[config.mk]
export PLATFORM = sky130hd
export DESIGN_NAME = imm_extract_stage
export DESIGN_NICKNAME = d
export VERILOG_FILES = /design/src/rtl/imm_extract_stage.sv
export SDC_FILE = /design/constraint.sdc
export NUM_CORES = 1
export LEC_CHECK = 0
export ABC_AREA = 0
export CORE_MARGIN = 1.5
export CORE_UTILIZATION = 35
export CTS_CLUSTER_SIZE = 20
export DETAILED_ROUTE_END_ITERATION = 12
export PLACE_DENSITY = 0.65
export SLEW_MARGIN = 40
export SYNTH_ARGS = -nofsm -noshare
export SYNTH_HDL_FRONTEND = slang
export SYNTH_SLANG_ARGS = --single-unit
export TNS_END_PERCENT = 100
[constraint.sdc]
create_clock -name clk -period 2.3 [get_ports clk]
set_input_delay 0.575 -clock clk [delete_from_list [all_inputs] [get_ports clk]]
set_output_delay 0.575 -clock clk [all_outputs]
set_load 0.02 [all_outputs]
[src/rtl/imm_extract_stage.sv]
// imm_extract_stage: LEGv8 immediate classify/extend stage with a 2-entry skid buffer.
// Optional IMM_BYTE_OFFSET_EN scales B/CB immediates from word offsets to byte offsets.
module imm_extract_stage #(
  parameter int DEPTH = 2
) (
  input  logic        clk,
  input  logic        rst_n,
  input  logic        flush,
  input  logic        in_valid,
  output logic        in_ready,
  input  logic [31:0] in_instr,
  input  logic [63:0] in_pc,
  output logic        out_valid,
  input  logic        out_ready,
  output logic [31:0] out_instr,
  output logic [63:0] out_pc,
  output logic [63:0] out_imm,
  output logic [2:0]  out_kind
);
  typedef enum logic [$clog2(DEPTH+1)-1:0] {EMPTY, ONE, FULL} state_t;
  typedef struct packed {
    logic [31:0] instr;
    logic [63:0] pc;
    logic [63:0] imm;
    logic [2:0]  kind;
  } beat_t;
`ifdef IMM_BYTE_OFFSET_EN
  localparam int BR_SHIFT = 2;
`else
  localparam int BR_SHIFT = 0;
`endif
  logic        is_b, is_cb, is_d, is_i, acc, emit;
  logic [63:0] b_imm, cb_imm, d_imm, i_imm;
  beat_t       in_beat, main_q, main_d, skid_q, skid_d;
  state_t      state_q, state_d;
  logic        out_valid_q, in_ready_q;
  assign is_b   = in_instr[30:26] == 5'b00101;
  assign is_cb  = in_instr[31:24] inside {8'hB4, 8'hB5, 8'h54};
  assign is_d   = in_instr[31:21] inside {11'h7C2, 11'h7C0};
  assign is_i   = in_instr[31:22] inside {10'h244, 10'h2C4, 10'h344, 10'h3C4};
  assign b_imm  = {{38{in_instr[25]}}, in_instr[25:0]} << BR_SHIFT;
  assign cb_imm = {{45{in_instr[23]}}, in_instr[23:5]} << BR_SHIFT;
  assign d_imm  = {{55{in_instr[20]}}, in_instr[20:12]};
  assign i_imm  = {52'd0, in_instr[21:10]};
  assign in_beat.instr = in_instr;
  assign in_beat.pc    = in_pc;
  assign in_beat.kind  = is_b ? 3'd4 : is_cb ? 3'd3 : is_d ? 3'd2 : is_i ? 3'd1 : 3'd0;
  assign in_beat.imm   = is_b ? b_imm : is_cb ? cb_imm : is_d ? d_imm : is_i ? i_imm : 64'd0;
  assign acc  = in_valid && in_ready_q;
  assign emit = out_valid_q && out_ready;
  always_comb begin
    state_d = state_q;
    main_d  = main_q;
    skid_d  = skid_q;
    if (flush) begin
      state_d = EMPTY;
    end else if (state_q == EMPTY) begin
      if (acc) begin
        main_d  = in_beat;
        state_d = ONE;
      end
    end else if (state_q == ONE) begin
      if (acc && emit) begin
        main_d = in_beat;
      end else if (acc) begin
        skid_d  = in_beat;
        state_d = FULL;
      end else if (emit) begin
        state_d = EMPTY;
      end
    end else if (emit) begin
      main_d  = skid_q;
      state_d = ONE;
    end
  end
  // Handshake flags are registered copies of the next state so neither depends on out_ready.
  always_ff @(posedge clk or negedge rst_n) begin
    if (!rst_n) begin
      state_q     <= EMPTY;
      main_q      <= '0;
      skid_q      <= '0;
      out_valid_q <= 1'b0;
      in_ready_q  <= 1'b1;
    end else begin
      state_q     <= state_d;
      main_q      <= main_d;
      skid_q      <= skid_d;
      out_valid_q <= state_d != EMPTY;
      in_ready_q  <= state_d != FULL;
    end
  end
  assign in_ready  = in_ready_q;
  assign out_valid = out_valid_q;
  assign out_instr = main_q.instr;
  assign out_pc    = main_q.pc;
  assign out_imm   = main_q.imm;
  assign out_kind  = main_q.kind;
endmodule

# After elaboration in Yosys (flattened, before gate mapping)
# Cells that the tools add are included.
[classes]
multipliers = 0
addsub = 0
n_bitwise = 3
magnitude_cmp = 0
n_reduce_logical = 11
eq_ne = 14
n_mux = 21
shifts = 0
n_div = 0
[ops]
columns = ["op", "n"]
rows = [
  ["163-bit two-way mux", 5],
  ["64-bit two-way mux", 3],
  ["10-bit == test, second input constant", 4],
  ["11-bit == test, second input constant", 2],
  ["2-bit two-way mux", 10],
  ["8-bit == test, second input constant", 2],
  ["12-bit two-way mux", 1],
  ["8-bit by 7-bit == test with 1-bit output, second input constant", 1],
  ["3-bit nonzero test", 2],
  ["5-bit by 3-bit == test with 1-bit output, second input constant", 1],
  ["5-bit AND reduction", 1],
  ["2-bit inequality test, second input constant", 2],
  ["4-bit AND reduction", 1],
  ["2-bit nonzero test", 2],
  ["4-bit nonzero test", 1],
  ["1-bit logical AND", 3],
  ["3-bit two-way mux", 1],
  ["3-bit by 2-bit inequality test with 1-bit output, second input constant", 1],
  ["1-bit inverter", 3],
  ["2-bit by 1-bit == test with 1-bit output, second input constant", 1],
  ["2-bit zero test", 1],
  ["1-bit two-way mux", 1],
]
[totals]
rom_bits = 0
mem_bits_rw = 0
mem_count = 0
ff_bits = 330
input_bits = 101
wordCells = 60
latchBits = 0

# Logic depth before layout (Yosys ltp)
# Gate-level depths: netlist of run 1.
[depth]
ltp_word = 9
ltp_mapped = 10

# Least setup slack after synthesis of run 1
# No wires, ideal clock.
[synth_timing]
path_type = "input to register"
from = "input port in_instr[29]"
to = "register main_q, in the netlist out_imm[14]"
path_buffers = 1
path_slack_ps = 295
path_stages = 6
arrival_ps = 1939
cell_sequence = "or4b_1 > a211oi_2 > buf_6 > nand2_1 > a211oi_1 > a221o_1"
[synth_via]
elab_chain_len = 8
[synth_lines]
columns = ["element", "line_no", "text"]
rows = [
  ["start: declaration", "11", "input logic [31:0] in_instr,"],
  ["11-bit == test", "39", "assign is_d = in_instr[31:21] inside {11'h7C2, 11'h7C0};"],
  ["2-bit nonzero test", "39", ""],
  ["64-bit two-way mux (2 in a row)", "48", "assign in_beat.imm = is_b ? b_imm : is_cb ? cb_imm : is_d ? d_imm : is_i ? i_imm : 64'd0;"],
  ["64-bit two-way mux (*)", "48", ""],
  ["163-bit two-way mux", "63", "if (acc && emit) begin"],
  ["163-bit two-way mux", "62", "end else if (state_q == ONE) begin"],
  ["163-bit two-way mux (*)", "57", "end else if (state_q == EMPTY) begin"],
  ["end signal: assignment", "86", "main_q <= main_d;"],
  ["end: declaration", "34", "beat_t in_beat, main_q, main_d, skid_q, skid_d;"],
]
# Mark *: on every way between the ends. The rest lies on a longest branch, timed or not. The select of a mux whose other input is x is not followed.
# A chain may end at the register's enable or synchronous reset.

# Final worst setup path of run 1
[layout_timing]
from = "register main_q, in the netlist out_imm[11]"
to = "output port out_imm[11]"
[layout_rtl]
columns = ["element", "line_no", "text"]
rows = [
  ["end: declaration", "17", "output logic [63:0] out_imm,"],
]
# No word-level cell between the ends.

==> flow_summary_export.csv, run 1 <==
group,metric,value,unit
power,p_per_area,1040,nW/um2
global_route,grt_antenna_before_repair,0,
flow_run,timing.max_cap.violations,0,
routing,via_count,9194,
logic_synthesis,synth.ff_latch_count,254,
logic_synthesis,synth_cell_type_count,53,
critical_path,cp-start-kind,"flop",
critical_path,crit_chain,"clkdlybuf4s50_1",
floorplanning,die_width,183,um
finish,final_layout_size_suffix_gt1_share,9.79,%
sta,final-hold-violation-count,0,
critical_path,critical_path.max_fanout,3,
routing,routed_wire_length_per_instance,16.9,um
sta,layout_min_cycle_time,2.23,ns
logic_synthesis,synth.net_count,1290,
logic_synthesis,yosys_most_used_dff,"dfrtp_1",
clock_tree,numClockSinks,254,
sta,slew_violations,0,
routing,drt_first_iter_violations,652,
logic_synthesis,synth_async_sr_flop_share,100,%
global_route,track_usage,18.8,%
critical_path,critPathTopFamily,"buffers and inverters",
floorplanning,area_of_the_die,33500,um2
sta,fmax,0.449,GHz
finish,layout.cells.most_common_list,"423 x nand2_1, 252 x dfrtp_1, 224 x clkdlybuf4s50_1",
floorplanning,num_rows,65,
logic_synthesis,yosysSeqAreaShare,56.1,%
routing,detail_route.first_pass.iterations,8,
clock_tree,cts_htree_levels,1,
finish,mostFrequentLayoutCell,"nand2_1",
floorplanning,start_util,35.7,%
placed_design,place_congestion,0.827,
routing,vias_per_cell,4.94,
global_route,first_global_vias,9014,
floorplanning,pin_count,266,
critical_path,max_stage_delay,0.67,ns
placed_design,pre_cts_slack,-0.437,ns
power,power_leakage,7.15,nW
critical_path,arrival,1.65,ns
routing,route.antenna.remaining_nets,0,
clock_tree,clockRootBuffer,"clkbuf_16",
min_path,hp-class,"reg2reg",
placed_design,portBuffers,265,
critical_path,worst_path_max_delay_cell,"clkdlybuf4s50_1",
routing,drt-total-wl,31.4,mm
sta,rsz0062_at_grt,"false",
logic_synthesis,synth_area_per_cell,9.53,um2
power,vdd_ir_drop_max,611,uV
logic_synthesis,synth-edff-count,0,
sta,max_slew.worst_pin.slew,0.755,ns
floorplanning,height_of_the_chip,183,um
global_route,grt_overflow,0,
sta,rel_slew_slack,49.7,%
logic_synthesis,syn-instance-count,1189,
finish,area_growth_syn_to_layout,37.0,%
sta,finClkSkew,0.0318,ns
global_route,grt_first_pass_wirelength,50.5,mm
critical_path,critical_path.endpoint_type,"output pin",
logic_synthesis,synth.cell_area,11300,um2
finish,layout.filler_cells,2975,
sta,report.final.setup_viol,0,
clock_tree,total_clock_buffers_created_by_cts,28,
sta,min_period_over_period,96.8,%
clock_tree,cts_max_path_buffers,3,
clock_tree,clock_latency,0.55,ns
outcome,run_status,"completed",
placed_design,detailedPlacementHpwl,21.5,mm
finish,final_net_count,1541,
global_route,grt_max_degree,69,
critical_path,critPathRequiredTime,1.73,ns
floorplanning,core_area,31700,um2
sta,timing.setup.tns,0,ns
critical_path,cp_num_buf_inv,1,
clock_tree,clock_tree_from_tritoncts,"yes",
critical_path,criticalPathCategory,"reg2out",
logic_synthesis,number_of_synthesis_warnings,0,
finish,num_antenna_cells,0,
clock_tree,clk_pin_slew,0.06,ns
finish,design_area,15500,um2
placed_design,placedInstanceArea,14600,um2
finish,finalCoreUtilization,49.0,%
sta,worst_slack,0.0741,ns
routing,drcViolationCount,0,
timing repair:
item,CTS,global route
setup buffers,0,0
hold endpoints to repair,41,0
hold buffers,1,0
endpoints found under the setup margin,40,0
resized for setup,40,0
Yosys cell counts (all sizes together) (4+ instances only):
master	number	area [um2]
nand2	425	1610
dfrtp	253	6330
o21ai	129	646
mux2i	97	971
buf	70	468
a21oi	53	265
clkbuf	50	198
nor2	20	77.6
a22oi	15	113
a32o	11	114
a221oi	9	78.8
a222oi	8	80.1
a211oi	5	42.5
o2bb2ai	4	41.3
area by class of cell:
cell class | count | area [um2] | share of cell area (%)
clock buffer | 42 | 853 | 5.49
timing repair buffer | 341 | 3400 | 21.9
multi-input combinational | 812 | 4320 | 27.8
clock inverter | 8 | 80.1 | 0.516
sequential | 254 | 6360 | 41.0
inverter | 3 | 11.3 | 0.0725
tap | 402 | 503 | 3.24
sequential cells by signal, summed over array words and instances, names as in the netlist:
signal and cells:
in_ready 1, out_instr 32, out_pc 64, skid_q 125, state_q 2, out_imm 26
out_kind 3, out_valid 1
final timing paths:
| kind | start | to | slack, ns | cells past startpoint |
|---|---|---|---|---|
| hold / removal | skid_q[111] | skid_q[111] | 0.47 | 2 |
| max in group asynchronous | rst_n | out_pc[28] | 1.02 | 3 |
| min in group asynchronous | rst_n | skid_q[127] | 0.52 | 2 |
| hold reg to reg | skid_q[111] | skid_q[111] | 0.47 | 2 |
| setup reg to reg | state_q[1] | out_imm[62] | 0.52 | 6 |
| setup / recovery | out_imm[11] | out_imm[11] | 0.07 | 1 |
power breakdown:
part	switching, mW	internal, mW	leakage [nW]	total (mW)
registers	0.852	6.02	3.24	6.87
clock network	1.82	2.66	0.466	4.48
logic	2.53	2.20	3.44	4.73
cell families (layout without fill, tap and decap cells):
logic type,count (synthesis),after routing,synth area share (%)
buffers and inverters,123,394,5.97
multiplexers,97,97,8.57
AO/OA/AOI/OAI,248,248,13.1
AND/OR/NAND/NOR,467,467,16.2
flip-flops,254,254,56.1
layer usage:
| metal | vias up | wire length [um] | GRT usage (%) |
|---|---|---|---|
| met5 | - | 0 | 0 |
| met4 | 0 | 514 | 3.97 |
| met3 | 38 | 2190 | 4.35 |
| met2 | 254 | 14600 | 29.7 |
| met1 | 4426 | 14100 | 26.2 |
| li1 | 4476 | - | - |
stage by stage:
step           hold slack, ns  instances  power (mW)
3_3_place_gp            0.456       1811        11.6
3_5_place_dp            0.462       1811        11.7
4_1_cts                 0.477       1862        16.3
6_report                0.471       1862        16.1
2_1_floorplan           0.279       1189        9.31
5_1_grt                 0.489       1862        17.1
Power figures use the tool's default switching activity.
==> run 2: changes to the inputs <==
- CORE_MARGIN: 1.5 -> unset
==> flow_summary_export.csv, run 2 (synthesized netlist as in run 1, its figures left out) <==
group,metric,value,unit
outcome,run_status,"completed",
finish,area_growth_syn_to_layout,36.7,%
floorplanning,height_of_the_chip,182,um
clock_tree,clockRootBuffer,"clkbuf_16",
floorplanning,pin_count,266,
critical_path,cp_num_buf_inv,1,
global_route,grt_antenna_before_repair,0,
routing,vias_per_cell,4.97,
routing,drt_first_iter_violations,829,
power,power.switching_fraction,32.2,%
critical_path,worst_path_max_delay_cell,"clkdlybuf4s50_1",
global_route,grt_max_degree,83,
flow_run,timing.max_cap.violations,0,
power,vdd_ir_drop_max,589,uV
finish,num_antenna_cells,0,
finish,mostFrequentLayoutCell,"nand2_1",
power,power_leakage,7.12,nW
global_route,track_usage,18.7,%
sta,rsz0062_at_grt,"false",
power,seqPwrFrac,42.4,%
sta,hold_ws,0.472,ns
sta,slew_violations,0,
sta,layout_min_cycle_time,2.23,ns
placed_design,detailedPlacementHpwl,21.0,mm
critical_path,crit_chain,"clkdlybuf4s50_1",
sta,rel_slew_slack,44.7,%
routing,route.antenna.remaining_nets,0,
finish,stdcell_count,1857,
sta,min_period_over_period,97.1,%
global_route,grt_overflow,0,
power,p_per_area,1050,nW/um2
routing,routed_wire_length_per_instance,16.8,um
placed_design,placedInstanceArea,14600,um2
finish,final_net_count,1533,
critical_path,critPathTopFamily,"buffers and inverters",
floorplanning,num_rows,65,
power,p_int,11.0,mW
finish,largest_register,"skid_q",
clock_tree,total_clock_buffers_created_by_cts,29,
finish,layout.cells.most_common_list,"423 x nand2_1, 252 x dfrtp_1, 224 x clkdlybuf4s50_1",
clock_tree,clk_pin_slew,0.06,ns
sta,final-hold-violation-count,0,
floorplanning,core_area,31700,um2
min_path,hp-class,"reg2reg",
power,fin_total_pwr,16.2,mW
placed_design,dpl.cell_count,1802,
sta,fmax,0.448,GHz
finish,largest_register_ffs,125,
critical_path,critPathRequiredTime,1.73,ns
critical_path,max_stage_delay,0.68,ns
global_route,first_global_vias,8914,
clock_tree,clock_latency,0.55,ns
power,clockPowerShare,28.8,%
sta,finClkSkew,0.0122,ns
routing,via_count,9228,
clock_tree,cts_setup_buffers,0,
finish,design_area,15500,um2
floorplanning,start_util,35.7,%
sta,report.final.setup_viol,0,
clock_tree,cts_htree_levels,1,
sta,timing.setup.tns,0,ns
routing,drt-total-wl,31.2,mm
floorplanning,area_of_the_die,33100,um2
placed_design,place_congestion,0.808,
power,share_comb_of_total_power,28.9,%
routing,drcViolationCount,0,
critical_path,arrival,1.66,ns
clock_tree,numClockSinks,254,
sta,max_slew.worst_pin.slew,0.828,ns
placed_design,portBuffers,265,
finish,layout.filler_cells,2913,
critical_path,critical_path.endpoint_type,"output pin",
finish,final_layout_size_suffix_gt1_share,9.35,%
critical_path,cp-start-kind,"flop",
critical_path,criticalPathCategory,"reg2out",
clock_tree,clock_tree_from_tritoncts,"yes",
global_route,grt_first_pass_wirelength,49.9,mm
clock_tree,cts_max_path_buffers,3,
power,total_switching_power,5.22,mW
critical_path,critical_path.max_fanout,3,
floorplanning,die_width,182,um
routing,detail_route.first_pass.iterations,6,
[run 2: cell types whose count changed in the layout (fill, tap and decap cells not counted), moves of 2 or more]
cell        previous run  this run
buf_4                 57        49
clkbuf_1               4         6
clkbuf_8              10         8
clkinvlp_4             0         2
[run 2: power by group through the flow]
stage	Clock, mW	Sequential (mW)	Combinational (mW)
3_5_place_dp	0	6.94	4.74
4_1_cts	4.80	6.88	4.74
2_1_floorplan	0	7.57	1.74
6_report	4.66	6.87	4.68
3_3_place_gp	0	6.88	4.65
5_1_grt	4.98	7.05	5.17
[run 2: worst paths after layout]
kind	startpoint	to	slack, ns	depth (start not counted)
setup / recovery	out_imm[11]	out_imm[11]	0.07	1
setup reg to reg	state_q[1]	out_imm[8]	0.43	5
max in group asynchronous	rst_n	skid_q[90]	1.07	3
hold / removal	skid_q[115]	skid_q[115]	0.47	2
min in group asynchronous	rst_n	skid_q[128]	0.49	2
hold reg to reg	skid_q[115]	skid_q[115]	0.47	2
[run 2: layout make-up]
type | count | area (um2) | area share, %
clock buffer | 43 | 858 | 5.54
clock inverter | 11 | 114 | 0.735
inverter | 3 | 11.3 | 0.0727
multi-input combinational | 812 | 4320 | 27.9
sequential | 254 | 6360 | 41.1
tap | 402 | 503 | 3.25
timing repair buffer | 332 | 3320 | 21.4
[run 2: metal layers]
layer	vias up	global-route usage (%)	share of wire [%]
met5	-	0	0
met4	0	4.07	1.7
met3	50	3.79	6.6
met2	265	29.7	46
met1	4462	26.4	45
li1	4451	-	-
[run 2: what timing repair did]
item,in CTS,in global routing
resized for setup,40,0
endpoints found under the hold margin,33,0
setup endpoints to repair,40,0
hold buffers,1,0
[run 2: through the flow]
stage | util (%) | setup slack (ns)
after CTS | 48.8 | 0.0299
after floorplan | - | 0.295
after global routing | 48.8 | 0.0227
final | 48.8 | 0.0675
after global placement | 45.9 | -0.286
after detailed placement | 45.9 | -0.390
[run 2: worst min-delay path, delay by kind of cell, from the launching register on]
family	cells	cell delay, ns
flip-flops	1	0.34
AND/OR/NAND/NOR	2	0.10
==> run 3: changes to the inputs <==
==> constraint.sdc (replaced) <==
create_clock -name clk -period 2.3 [get_ports clk]
set_input_delay 0.575 -clock clk [delete_from_list [all_inputs] [get_ports clk]]
set_output_delay 0.575 -clock clk [all_outputs]
set_load 0.05 [all_outputs]
==> flow_summary_export.csv, run 3 (synthesized netlist as in run 1, its figures left out) <==
group,metric,value,unit
clock_tree,clock_tree_from_tritoncts,"yes",
routing,detail_route.first_pass.iterations,8,
sta,rel_slew_slack,59.0,%
critical_path,critPathRequiredTime,1.73,ns
critical_path,criticalPathCategory,"reg2out",
sta,timing.setup.tns,0,ns
clock_tree,numClockSinks,254,
sta,min_period_over_period,98.8,%
floorplanning,num_rows,65,
sta,final-hold-violation-count,0,
power,clockPowerShare,26.4,%
power,power.switching_fraction,38.5,%
floorplanning,height_of_the_chip,182,um
sta,rsz0062_at_grt,"false",
finish,design_area,15800,um2
global_route,first_global_vias,8742,
critical_path,critical_path.endpoint_type,"output pin",
critical_path,critical_path.max_fanout,2,
floorplanning,die_width,182,um
finish,largest_register,"skid_q",
outcome,run_status,"completed",
floorplanning,area_of_the_die,33100,um2
power,p_int,10.8,mW
placed_design,placedInstanceArea,14900,um2
critical_path,critPathTopFamily,"buffers and inverters",
placed_design,detailedPlacementHpwl,21.4,mm
floorplanning,start_util,35.7,%
floorplanning,pin_count,266,
routing,routed_wire_length_per_instance,17.1,um
sta,slew_violations,0,
sta,hold_ws,0.459,ns
clock_tree,cts_htree_levels,1,
sta,layout_min_cycle_time,2.27,ns
finish,largest_register_ffs,125,
sta,max_slew.worst_pin.slew,0.614,ns
global_route,grt_first_pass_wirelength,49.7,mm
clock_tree,clock_latency,0.54,ns
finish,area_growth_syn_to_layout,39.8,%
routing,drt-total-wl,31.8,mm
critical_path,crit_chain,"clkdlybuf4s50_1",
placed_design,place_congestion,0.799,
placed_design,pre_cts_slack,-0.311,ns
power,share_comb_of_total_power,34.7,%
finish,final_layout_size_suffix_gt1_share,13.2,%
sta,report.final.setup_viol,0,
clock_tree,clk_pin_slew,0.06,ns
finish,num_antenna_cells,0,
sta,finClkSkew,0.0119,ns
routing,drcViolationCount,0,
finish,final_net_count,1533,
clock_tree,cts_max_path_buffers,3,
power,power_leakage,7.72,nW
power,total_switching_power,6.78,mW
placed_design,portBuffers,265,
sta,worst_slack,0.0274,ns
critical_path,arrival,1.70,ns
sta,fmax,0.440,GHz
global_route,grt_antenna_before_repair,0,
global_route,track_usage,18.8,%
critical_path,cp-start-kind,"flop",
power,p_per_area,1110,nW/um2
critical_path,cp_num_buf_inv,1,
routing,via_count,9271,
clock_tree,clockRootBuffer,"clkbuf_16",
power,seqPwrFrac,38.9,%
finish,mostFrequentLayoutCell,"nand2_1",
global_route,grt_max_degree,80,
floorplanning,core_area,31700,um2
critical_path,max_stage_delay,0.81,ns
min_path,hp-class,"in2async",
routing,drt_first_iter_violations,744,
global_route,grt_overflow,0,
power,vdd_ir_drop_max,764,uV
finish,layout.cells.most_common_list,"423 x nand2_1, 252 x dfrtp_1, 126 x o21ai_0",
clock_tree,total_clock_buffers_created_by_cts,28,
finish,finalCoreUtilization,50.0,%
flow_run,timing.max_cap.violations,0,
critical_path,worst_path_max_delay_cell,"clkdlybuf4s50_1",
routing,vias_per_cell,5.00,
routing,route.antenna.remaining_nets,0,
-- run 3: changes by cell type in the layout (fill, tap and decap cells not counted), sizes merged --
cell and delta:
bufinv +1, clkinv +2, clkbuf -5, dlymetal6s2s +34, inv -1, clkinvlp -1
dlygate4sd2 +18, buf +57, clkdlybuf4s50 -108
-- run 3: worst paths after layout --
check,start,endpoint,slack (ns),depth (start not counted)
min reg2reg,out_pc[8],out_pc[8],0.47,2
min,rst_n,skid_q[127],0.46,2
max reg2reg,state_q[1],out_imm[18],0.45,6
max in group asynchronous,rst_n,out_pc[24],1.11,3
max,out_pc[21],out_pc[21],0.03,1
min in group clk,out_pc[8],out_pc[8],0.47,2
-- run 3: per-stage QoR --
step | total power, mW | std cells
6_report | 17.6 | 1854
5_1_grt | 18.5 | 1854
4_1_cts | 17.8 | 1854
3_5_place_dp | 13.3 | 1803
3_3_place_gp | 13.1 | 1803
2_1_floorplan | 10.9 | 1189
-- run 3: repair_timing --
item / in CTS / in global routing
hold endpoints to repair: 21 / 0
endpoints found under the setup margin: 58 / 34
gates cloned: 0 / 0
setup buffers: 0 / 0
hold buffers: 1 / 0
resized for setup: 58 / 34
-- run 3: layer usage --
layer  vias to the layer above  global-route usage (%)  wire [um]
met2                       310                    30.4      15000
met3                        46                    3.13       1940
met5                         -                       0          0
met1                      4456                    26.2      14100
li1                       4459                       -          -
met4                         0                    4.50        680
-- run 3: power groups by stage --
stage               sequential [mW]  combinational (mW)  clock (mW)
floorplan                      9.04                1.81           0
global placement               6.87                6.26           0
detailed placement             6.94                6.37           0
CTS                            6.86                6.19        4.77
global route                   7.04                6.55        4.94
finish                         6.85                6.11        4.65
-- run 3: cell type report --
cell class | count | area (um2)
fill | 2876 | 15900
sequential | 254 | 6360
multi-input combinational | 812 | 4330
timing repair buffer | 333 | 3680
clock buffer | 38 | 820
tap | 402 | 503
clock inverter | 12 | 141
inverter | 3 | 11.3
